## config.mk

```make
export PLATFORM = sky130hd
export DESIGN_NAME = ps2_key_decoder
export DESIGN_NICKNAME = d
export VERILOG_FILES = /design/src/rtl/ps2_key_decoder.sv
export SDC_FILE = /design/constraint.sdc
export NUM_CORES = 1
export LEC_CHECK = 0
export BUFFER_PORTS_ARGS = -buffer_cell sky130_fd_sc_hd__buf_2
export CORE_ASPECT_RATIO = 0.5
export CORE_MARGIN = 4
export CORE_UTILIZATION = 40
export CTS_BUF_LIST = sky130_fd_sc_hd__clkbuf_4
export DETAILED_ROUTE_END_ITERATION = 10
export SLEW_MARGIN = 5
export SYNTH_ARGS = -nofsm -noshare
export SYNTH_HDL_FRONTEND = slang
export SYNTH_SLANG_ARGS = --single-unit
```

## constraint.sdc

```tcl
create_clock -name clk -period 2.2 [get_ports clk]
set_input_delay 0 -clock clk [delete_from_list [all_inputs] [get_ports clk]]
set_output_delay 0 -clock clk [all_outputs]
set_load 0.1 [all_outputs]
```

## src/rtl/ps2_key_decoder.sv

```systemverilog
// PS/2 keyboard frame receiver and game-key decoder.
// Arrow keys drive level outputs; Enter and Esc give single-cycle press pulses.
module ps2_key_decoder #(
  parameter int TIMEOUT_CYCLES = 20000
) (
  input  logic       clk,
  input  logic       rst_n,
  input  logic       ps2_clk,
  input  logic       ps2_data,
  output logic       up,
  output logic       down,
  output logic       left,
  output logic       right,
  output logic       enter,
  output logic       pause,
  output logic       code_valid,
  output logic [7:0] code,
  output logic       frame_err
);

  localparam int TW = $clog2(TIMEOUT_CYCLES + 1);
  localparam logic [TW-1:0] TO_MAX = TW'(TIMEOUT_CYCLES);

  typedef enum logic [1:0] {
    IDLE,
    DATA,
    PARITY,
    STOP
  } state_e;

  logic [1:0]    ck_s_q, dt_s_q;
  logic          ck_prev_q;
  state_e        state_q, state_d;
  logic [2:0]    cnt_q, cnt_d;
  logic [7:0]    shift_q, shift_d;
  logic          par_q, par_d;
  logic [TW-1:0] to_q, to_d;
  logic          ext_q, ext_d, brk_q, brk_d;
  logic          ent_pr_q, ent_pr_d, esc_pr_q, esc_pr_d;
  logic          up_q, up_d, down_q, down_d;
  logic          left_q, left_d, right_q, right_d;
  logic          enter_q, enter_d, pause_q, pause_d;
  logic          cv_q, cv_d, err_q, err_d;
  logic [7:0]    code_q, code_d;

  logic fall, bit_in, timeout;
  logic byte_ok, byte_bad;

  always_ff @(posedge clk or negedge rst_n) begin
    if (!rst_n) begin
      ck_s_q    <= 2'b11;
      dt_s_q    <= 2'b11;
      ck_prev_q <= 1'b1;
    end else begin
      ck_s_q    <= {ck_s_q[0], ps2_clk};
      dt_s_q    <= {dt_s_q[0], ps2_data};
      ck_prev_q <= ck_s_q[1];
    end
  end

  assign fall    = ck_prev_q & ~ck_s_q[1];
  assign bit_in  = dt_s_q[1];
  assign timeout = (state_q != IDLE) && !fall && (to_q == TO_MAX);

  always_comb begin
    state_d  = state_q;
    cnt_d    = cnt_q;
    shift_d  = shift_q;
    par_d    = par_q;
    to_d     = to_q;
    ext_d    = ext_q;
    brk_d    = brk_q;
    ent_pr_d = ent_pr_q;
    esc_pr_d = esc_pr_q;
    up_d     = up_q;
    down_d   = down_q;
    left_d   = left_q;
    right_d  = right_q;
    enter_d  = 1'b0;
    pause_d  = 1'b0;
    cv_d     = 1'b0;
    err_d    = 1'b0;
    code_d   = code_q;
    byte_ok  = 1'b0;
    byte_bad = 1'b0;

    if (state_q == IDLE || fall) begin
      to_d = '0;
    end else if (to_q != TO_MAX) begin
      to_d = to_q + 1'b1;
    end

    if (fall) begin
      case (state_q)
        IDLE: begin
          if (!bit_in) begin
            state_d = DATA;
            cnt_d   = 3'd0;
          end else begin
            err_d = 1'b1;
          end
        end
        DATA: begin
          shift_d = {bit_in, shift_q[7:1]};
          cnt_d   = cnt_q + 3'd1;
          if (cnt_q == 3'd7) state_d = PARITY;
        end
        PARITY: begin
          par_d   = bit_in;
          state_d = STOP;
        end
        STOP: begin
          state_d = IDLE;
          if (bit_in && (^{shift_q, par_q})) byte_ok = 1'b1;
          else byte_bad = 1'b1;
        end
        default: state_d = IDLE;
      endcase
    end else if (timeout) begin
      state_d = IDLE;
      err_d   = 1'b1;
      ext_d   = 1'b0;
      brk_d   = 1'b0;
    end

    if (byte_bad) begin
      err_d = 1'b1;
      ext_d = 1'b0;
      brk_d = 1'b0;
    end

    if (byte_ok) begin
      cv_d   = 1'b1;
      code_d = shift_q;
      if (shift_q == 8'hE0) begin
        ext_d = 1'b1;
      end else if (shift_q == 8'hF0) begin
        brk_d = 1'b1;
      end else begin
        ext_d = 1'b0;
        brk_d = 1'b0;
        // Keypad arrows (no E0 prefix) match no arm and fall through.
        unique case (1'b1)
          ext_q && shift_q == 8'h75: up_d    = ~brk_q;
          ext_q && shift_q == 8'h72: down_d  = ~brk_q;
          ext_q && shift_q == 8'h6B: left_d  = ~brk_q;
          ext_q && shift_q == 8'h74: right_d = ~brk_q;
          shift_q == 8'h5A: begin
            if (brk_q) begin
              ent_pr_d = 1'b0;
            end else if (!ent_pr_q) begin
              enter_d  = 1'b1;
              ent_pr_d = 1'b1;
            end
          end
          !ext_q && shift_q == 8'h76: begin
            if (brk_q) begin
              esc_pr_d = 1'b0;
            end else if (!esc_pr_q) begin
              pause_d  = 1'b1;
              esc_pr_d = 1'b1;
            end
          end
          default: ;
        endcase
      end
    end
  end

  always_ff @(posedge clk or negedge rst_n) begin
    if (!rst_n) begin
      state_q  <= IDLE;
      cnt_q    <= 3'd0;
      shift_q  <= 8'h00;
      par_q    <= 1'b0;
      to_q     <= '0;
      ext_q    <= 1'b0;
      brk_q    <= 1'b0;
      ent_pr_q <= 1'b0;
      esc_pr_q <= 1'b0;
      up_q     <= 1'b0;
      down_q   <= 1'b0;
      left_q   <= 1'b0;
      right_q  <= 1'b0;
      enter_q  <= 1'b0;
      pause_q  <= 1'b0;
      cv_q     <= 1'b0;
      err_q    <= 1'b0;
      code_q   <= 8'h00;
    end else begin
      state_q  <= state_d;
      cnt_q    <= cnt_d;
      shift_q  <= shift_d;
      par_q    <= par_d;
      to_q     <= to_d;
      ext_q    <= ext_d;
      brk_q    <= brk_d;
      ent_pr_q <= ent_pr_d;
      esc_pr_q <= esc_pr_d;
      up_q     <= up_d;
      down_q   <= down_d;
      left_q   <= left_d;
      right_q  <= right_d;
      enter_q  <= enter_d;
      pause_q  <= pause_d;
      cv_q     <= cv_d;
      err_q    <= err_d;
      code_q   <= code_d;
    end
  end

  assign up         = up_q;
  assign down       = down_q;
  assign left       = left_q;
  assign right      = right_q;
  assign enter      = enter_q;
  assign pause      = pause_q;
  assign code_valid = cv_q;
  assign code       = code_q;
  assign frame_err  = err_q;

endmodule
```

# ---- After elaboration in Yosys (flattened, before gate mapping)
# Index checks and enable logic that the tools add are counted.
dict set report totals {
  ff_bits 54
  latchBits 0
  ramBits 0
  rom_bits 0
  input_bits 4
  output_inout_bits 16
  memories 0
}
dict set report op_classes {
  add_sub_neg 2
  multipliers 0
  div 0
  magnitude_cmp 0
  n_eq_ne 17
  shifts 0
  muxes 46
  bitwise 5
  reduce_logical 27
}
# op n
set op_table {}
lappend op_table {{$eq A8 B7 Y1 const B} 6}
lappend op_table {{$mux W1} 37}
lappend op_table {{$mux W15} 2}
lappend op_table {{$reduce_and A4 Y1} 6}
lappend op_table {{$eq A8 B8 Y1 const B} 2}
lappend op_table {{$add A15 B1 Y15 const B} 1}
lappend op_table {{$eq A15 B15 Y1 const B} 1}
lappend op_table {{$ne A15 B15 Y1 const B} 1}
lappend op_table {{$reduce_xor A9 Y1} 1}
lappend op_table {{$logic_and A1 B1 Y1} 8}
lappend op_table {{$mux W2} 4}
lappend op_table {{$pmux W2 S4} 1}
lappend op_table {{$reduce_bool A2 Y1} 4}
lappend op_table {{$ne A3 B3 Y1 const B} 2}
lappend op_table {{$pmux W3 S2} 1}
lappend op_table {{$reduce_and A3 Y1} 2}
lappend op_table {{$eq A2 B2 Y1 const B} 2}
lappend op_table {{$not A1 Y1} 4}
lappend op_table {{$reduce_and A2 Y1} 2}
lappend op_table {{$add A3 B1 Y3 const B} 1}
lappend op_table {{$eq A3 B3 Y1 const B} 1}
lappend op_table {{$mux W3} 1}
lappend op_table {{$eq A2 B1 Y1 const B} 1}
lappend op_table {{$logic_not A1 Y1} 2}
lappend op_table {{other kinds (4)} 4}

# ---- Logic depth before layout (Yosys ltp)
# Gate-level depths: netlist of run 1.
dict set report depth {
  depth_word 11
  mapped_depth 7
  depth_no_buf 7
}

# ---- Worst setup path before layout of run 1
# Ideal clock, no wire load.
dict set report synth_path {
  kind {reg-to-reg}
  startpoint {register shift_q[1]}
  endpoint {register code_q[6] (netlist: code[6])}
  arrival_time_ps 1804
  required_ps 2074
  slack_ps 270
  path_stages_with_launch 6
  cell_sequence {dfrtp_1 > xor2_1 > xnor3_1 > mux2i_2 > buf_2 > mux2_2}
}
dict set report synth_via {
  elab_chain_len 5
}
# element line
set synth_rtl {}
lappend synth_rtl {{start: declaration} 35} ;# logic [7:0] shift_q, shift_d;
lappend synth_rtl {{start signal: assignment} 193} ;# shift_q <= shift_d;
lappend synth_rtl {{$reduce_xor A9 Y1} 114} ;# if (bit_in && (^{shift_q, par_q})) byte_ok = 1'b1;
lappend synth_rtl {{$logic_and A1 B1 Y1} 114}
lappend synth_rtl {{$mux W1} 114}
lappend synth_rtl {{$mux W1} 94} ;# case (state_q)
lappend synth_rtl {{$mux W1} 93} ;# if (fall) begin
lappend synth_rtl {{end signal: assignment} 208} ;# code_q <= code_d;
lappend synth_rtl {{end: declaration} 44} ;# logic [7:0] code_q, code_d;
# No other way between the ends.
# A chain may end at the register's enable or synchronous reset.

# ---- Worst setup path after layout of run 1
dict set report layout_path {
  startpoint {register shift_q[1]}
  endpoint {register ent_pr_q}
}
dict set report layout_via {
  elab_chain_len 6
  elab_cells_between_ends 11
}
# element line
set layout_rtl {}
lappend layout_rtl {{$reduce_xor A9 Y1} 114}
lappend layout_rtl {{$logic_and A1 B1 Y1} 114}
lappend layout_rtl {{$mux W1} 114}
lappend layout_rtl {{$mux W1} 94}
lappend layout_rtl {{$mux W1} 93}
lappend layout_rtl {{$reduce_and A4 Y1 (no line) *} -}
lappend layout_rtl {{end signal: assignment} 198} ;# ent_pr_q <= ent_pr_d;
lappend layout_rtl {{end: declaration} 39} ;# logic ent_pr_q, ent_pr_d, esc_pr_q, esc_pr_d;
# Mark *: on every way between the ends. The rest lies on a longest branch, timed or not.

==> results of run 1 <==
[Yosys cell counts, types with 4 or more instances]
cell      instances
clkbuf_1          5
dfrtp_1          49
dfstp_2           5
ha_1              8
inv_1            12
mux2_2           13
nand2_1          17
nand3_1          10
nand4_1           4
nor2_1           18
nor3_1            4
nor4_1            4
o21ai_0          10
o31ai_1           6
xnor2_1           6
xor2_1           11
[per-stage QoR]
stage               worst slack, ns  cells  total power, mW
floorplan                     0.270    222             2.27
global placement              0.247    333             2.56
detailed placement            0.160    333             2.58
CTS                           0.150    343             3.03
global route                 0.0285    343             3.20
finish                        0.153    343             2.99
[registers in the layout, indices dropped and copies added (netlist names), 2 cells and up]
name     flops
state_q      2
shift_q      8
code         8
cnt_q        3
dt_s_q       2
to_q        15
ck_s_q       2
[metal layers]
layer / vias to the layer above / wire length [um] / track usage (%)
met2: 25 / 2090 / 22.2
met1: 857 / 2230 / 17.5
met5: - / 0 / 0
met4: 0 / 54 / 4.99
li1: 838 / - / -
met3: 5 / 139 / 2.92
[power by group through the flow]
| stage | clock network [mW] | logic [mW] | registers (mW) |
|---|---|---|---|
| after floorplan | 0 | 0.680 | 1.59 |
| after global placement | 0 | 1.24 | 1.32 |
| after detailed placement | 0 | 1.25 | 1.33 |
| after CTS | 0.457 | 1.26 | 1.31 |
| after global routing | 0.493 | 1.38 | 1.33 |
| final | 0.433 | 1.25 | 1.31 |
[layout make-up]
class                   instances  area (um^2)  share of cell area [%]
flip-flops and latches         54         1360                    47.6
multi-input cells             149         1070                    37.4
repair buffers                 33          220                    7.72
well taps                      88          110                    3.86
clock buffers                   6         45.0                    1.58
inverters                      12         45.0                    1.58
clock inverters                 1         7.51                   0.263
[kinds of logic (layout without fill, tap and decap cells)]
kind of cell	count (synthesis)	after routing	share of synthesized area (%)
AND/OR/NAND/NOR	80	80	16.7
flip-flops	54	54	54.2
AO/OA/AOI/OAI	27	27	7.29
XOR/XNOR	19	19	7.79
buffers and inverters	19	52	3.20
multiplexers	15	15	6.79
adder cells (fa/ha/maj)	8	8	4.00
[final timing paths]
check | to | slack [ns] | start
setup / recovery | ent_pr_q | 0.15 | shift_q[1]
hold / removal | shift_q[3] | 0.16 | rst_n
setup reg to reg | ent_pr_q | 0.15 | shift_q[1]
hold reg to reg | ck_s_q[1] | 0.37 | ck_s_q[0]
max in group asynchronous | dt_s_q[1] | 1.38 | rst_n
min in group clk | dt_s_q[0] | 0.28 | ps2_data
[repair_timing]
| item | in CTS | in global routing |
|---|---|---|
| endpoints found under the setup margin | 0 | 0 |
| gates resized for setup | 0 | 0 |
| buffers inserted | 0 | 0 |
| endpoints found under the hold margin | 26 | 0 |
| hold buffers | 3 | 0 |
==> results.yml, run 1 <==
worst_setup_path:
  criticalPathCategory: "reg2reg"
  crit_path_start_kind: "register"
  crit_fanout: 12
  cp_slowest_cell: "xnor3_1"
  end_kind: "register"
  worstPathArrival_ns: 2.34
  crit_required_ns: 2.49
  cp_num_cells: 6
  crit_family: "XOR/XNOR gates"
  path_buf_inv: 1
  max_stage_delay_ns: 0.46
  crit_chain: "xor2_1 -> xnor3_1 -> mux2i_2 -> buf_4 -> or2_0 -> o31ai_1"
  reg2reg_depth: 6
pwr:
  powerDensity_nw_per_um2: 1050
  clkPwrFrac_pct: 14.5
  ir_drop_mv: 0.336
  p_sw_share_pct: 39.8
  power_switching_mw: 1.19
  power_frac_comb_pct: 41.8
  p_leak_nw: 1.34
  p_int_mw: 1.80
  seqPwrFrac_pct: 43.7
timing:
  slew_headroom_pct: 57.5
  min_period_ns: 2.05
  setup_violations: 0
  finalHoldViolCount: 0
  tightest_slew_ns: 0.638
  rsz0062_at_grt: "false"
  maxSlewViolCount: 0
  clock_skew_ns: 0.0236
  timing.fmax_mhz: 489
  hold_slack_ns: 0.156
  finalSetupTns_ns: 0
  min_period_over_period_pct: 93.0
drt:
  wl_per_cell_um: 13.1
  first_pass_iters: 4
  num_vias: 1725
  finalWirelength_um: 4510
  initialDrtViolationCount: 115
  avgViaCountPerCell: 5.03
  postRouteAntennaNets: 0
  drc: 0
yosys:
  ys_seq_area_share_pct: 54.2
  syn_nets: 234
  synth_top_area_share_pct: 49.0
  synth_edf_count: 0
  synth-async-reset-ratio_pct: 100
  ys_ff_latch: 54
  synthDistinctLibCells: 41
  syn_area_um2: 2500
  netlist_instances: 222
  syn_avg_cell_area_um2: 11.3
  synth_area_leader_cell: "dfrtp_1"
  synth_area_leaders: "dfrtp_1, mux2_2, dfstp_2"
  synth_flop_cell: "dfrtp_1"
  yosys_warnings: 0
die:
  die_h_um: 64.0
  io_pins: 20
  dieArea_um2: 7670
  rows: 20
  die_w_um: 120
  start_util_pct: 41.4
  core_region_area_um2: 6060
cells_and_area:
  syn2layout_area_growth_pct: 13.9
  final_cell_mix: "dfrtp_1, buf_2, nor2_1"
  final_cell_area_um2: 2850
  drive_gt1_share_pct: 23.1
  antenna_cells: 0
  fill_cells: 567
  nets: 267
  final_common_cell: "dfrtp_1"
  post-route-util_pct: 47.1
grt:
  grt_max_degree: 29
  track_usage_pct: 13.4
  grt_pass1_vias: 1806
  grt_pass1_wl_um: 8310
  antenna_found_initial: 0
  overflow: 0
clock_network:
  cts_root_buffer: "clkbuf_4"
  cts_buffer_depth: 2
  clk_pin_slew_ns: 0.16
  cts_tree: "yes"
  clk-insertion-delay-late_ns: 0.38
  cts_sinks: 54
  cts_buffers: 5
  htree_levels: 2
placed_design:
  gp_congestion: 0.805
  port_buffers: 19
  detailed_place_hpwl_um: 3250
  placed_area_um2: 2770
run_status:
  status: "finished clean"
hold_path:
  hp-class: "in2async"
flow_run:
  cap_violations: 0
Note: power is estimated with default switching activity, not from simulation.
==> run 2: changes to the inputs <==
PLACE_DENSITY = 0.66   (was default)
==> run 2 against run 1 <==
  * Sequential share of layout area rose by 0.23 points
  * Highest routed layer unchanged
  * Cell count shrank 0.29%
  * Worst hold slack better by 0.12 ns
  * Largest cell class unchanged
  * Critical endpoint is now enter
  * Register-to-register slack barely moved
  * Sequential cell count unchanged
==> results.yml, run 2 (synthesized netlist as in run 1, its figures left out) <==
placed_design:
  placed_area_um2: 2760
  port_buffers: 19
  detailed_place_hpwl_um: 3130
  gp_congestion: 0.738
die:
  die_w_um: 120
  io_pins: 20
  die_h_um: 64.0
  rows: 20
  dieArea_um2: 7670
  core_region_area_um2: 6060
  start_util_pct: 41.4
worst_setup_path:
  reg2reg_from: "shift_q[4]"
  crit_path_start_kind: "register"
  reg2reg_depth: 6
  criticalPathCategory: "reg2reg"
  max_stage_delay_ns: 0.46
  worstPathArrival_ns: 2.32
  cp_num_cells: 6
  startpoint: "shift_q[4]"
  path_buf_inv: 1
  crit_fanout: 21
  crit_family: "XOR/XNOR gates"
  crit_chain: "xor2_1 -> xnor3_1 -> mux2i_2 -> buf_12 -> or2_0 -> nor4_1"
  regToRegSetupSlack_ns: 0.15
  crit_required_ns: 2.47
  rr_endpoint: "enter"
  end_kind: "register"
  cp_slowest_cell: "xnor3_1"
run_status:
  status: "finished clean"
clock_network:
  cts_hold_buffers: 3
  cts_tree: "yes"
  cts_buffer_depth: 2
  clk-insertion-delay-late_ns: 0.36
  htree_levels: 2
  cts_sinks: 54
  cts_buffers: 5
  postCtsSetupBuffers: 0
  cts_root_buffer: "clkbuf_4"
  cts_resized: 0
  clk_pin_slew_ns: 0.14
timing:
  finalHoldViolCount: 0
  min_period_over_period_pct: 93.2
  min_period_ns: 2.05
  rsz0062_at_grt: "false"
  clock_skew_ns: 0.00862
  setup_violations: 0
  slew_headroom_pct: 36.8
  maxSlewViolCount: 0
  tightest_slew_ns: 0.947
  finalSetupTns_ns: 0
  timing.fmax_mhz: 488
drt:
  wl_per_cell_um: 12.9
  num_vias: 1685
  finalWirelength_um: 4410
  postRouteAntennaNets: 0
  initialDrtViolationCount: 52
  avgViaCountPerCell: 4.93
  drc: 0
  first_pass_iters: 4
cells_and_area:
  final_common_cell: "dfrtp_1"
  syn2layout_area_growth_pct: 13.3
  top_register: "to_q"
  final_cell_mix: "dfrtp_1, buf_2, nor2_1"
  drive_gt1_share_pct: 22.4
  antenna_cells: 0
  largest_reg_flops: 15
  final_cell_area_um2: 2840
  nets: 265
grt:
  antenna_found_initial: 0
  track_usage_pct: 12.4
  grt_pass1_wl_um: 7720
  grt_max_degree: 43
  grt_pass1_vias: 1690
  overflow: 0
pwr:
  clkPwrFrac_pct: 14.3
  powerDensity_nw_per_um2: 1040
  power_frac_comb_pct: 40.4
  ir_drop_mv: 0.384
  p_sw_share_pct: 39.6
  seqPwrFrac_pct: 45.3
  p_int_mw: 1.78
  p_leak_nw: 1.34
  power_switching_mw: 1.17
hold_path:
  hold_end: "ck_s_q[0]"
  min_path_cells: 2
  min_from: "ps2_clk"
  hp-class: "in2reg"
flow_run:
  cap_violations: 0
-- run 2: cell count changes in the layout (fill, tap and decap cells not counted) --
cell | previous run | this run
clkinv_1 | 0 | 1
clkinv_2 | 0 | 1
clkinvlp_4 | 1 | 0
buf_4 | 10 | 8
-- run 2: layer usage --
layer  vias to the layer above  wire length, um  global-route usage (%)
li1                        836                -                       -
met1                       821             2170                    16.1
met2                        23             2050                    20.5
met3                         5              129                    2.92
met4                         0               57                    4.28
met5                         -                0                       0
-- run 2: how the worst max path moves through the flow --
stage	to	slack [ns]
global route	enter	0.04
finish	enter	0.15
global placement	ent_pr_q	0.25
floorplan	code[6]	0.27
detailed placement	enter	0.18
CTS	enter	0.15
-- run 2: final cells by class --
class / instances / area, um^2
Fill cell: 562 / 3220
Sequential cell: 54 / 1360
Multi-Input combinational cell: 149 / 1070
Timing Repair Buffer: 31 / 205
Tap cell: 88 / 110
Clock buffer: 6 / 45.0
Inverter: 12 / 45.0
Clock inverter: 2 / 8.76
-- run 2: worst register-to-register path: stages, from the launching register on --
cell     delay, ns
dfrtp_1       0.44
xor2_1        0.16
xnor3_1       0.46
mux2i_2       0.19
buf_12        0.16
or2_0         0.28
nor4_1        0.26
-- run 2: power groups by stage --
stage	logic (mW)	registers, mW	clock network [mW]
3_5_place_dp	1.19	1.36	0
3_3_place_gp	1.16	1.35	0
6_report	1.19	1.34	0.421
5_1_grt	1.29	1.37	0.489
4_1_cts	1.20	1.34	0.441
2_1_floorplan	0.680	1.59	0
-- run 2: per-stage QoR --
| step | instances | hold WS, ns | utilization [%] | setup WS, ns | power, mW |
|---|---|---|---|---|---|
| after floorplan | 222 | -0.296 | - | 0.270 | 2.27 |
| after global placement | 331 | 0.106 | 45.5 | 0.250 | 2.52 |
| after detailed placement | 331 | 0.108 | 45.5 | 0.184 | 2.55 |
| after CTS | 342 | 0.246 | 46.9 | 0.148 | 2.98 |
| after global routing | 342 | 0.256 | 46.9 | 0.0421 | 3.15 |
| final | 342 | 0.271 | 46.9 | 0.151 | 2.95 |
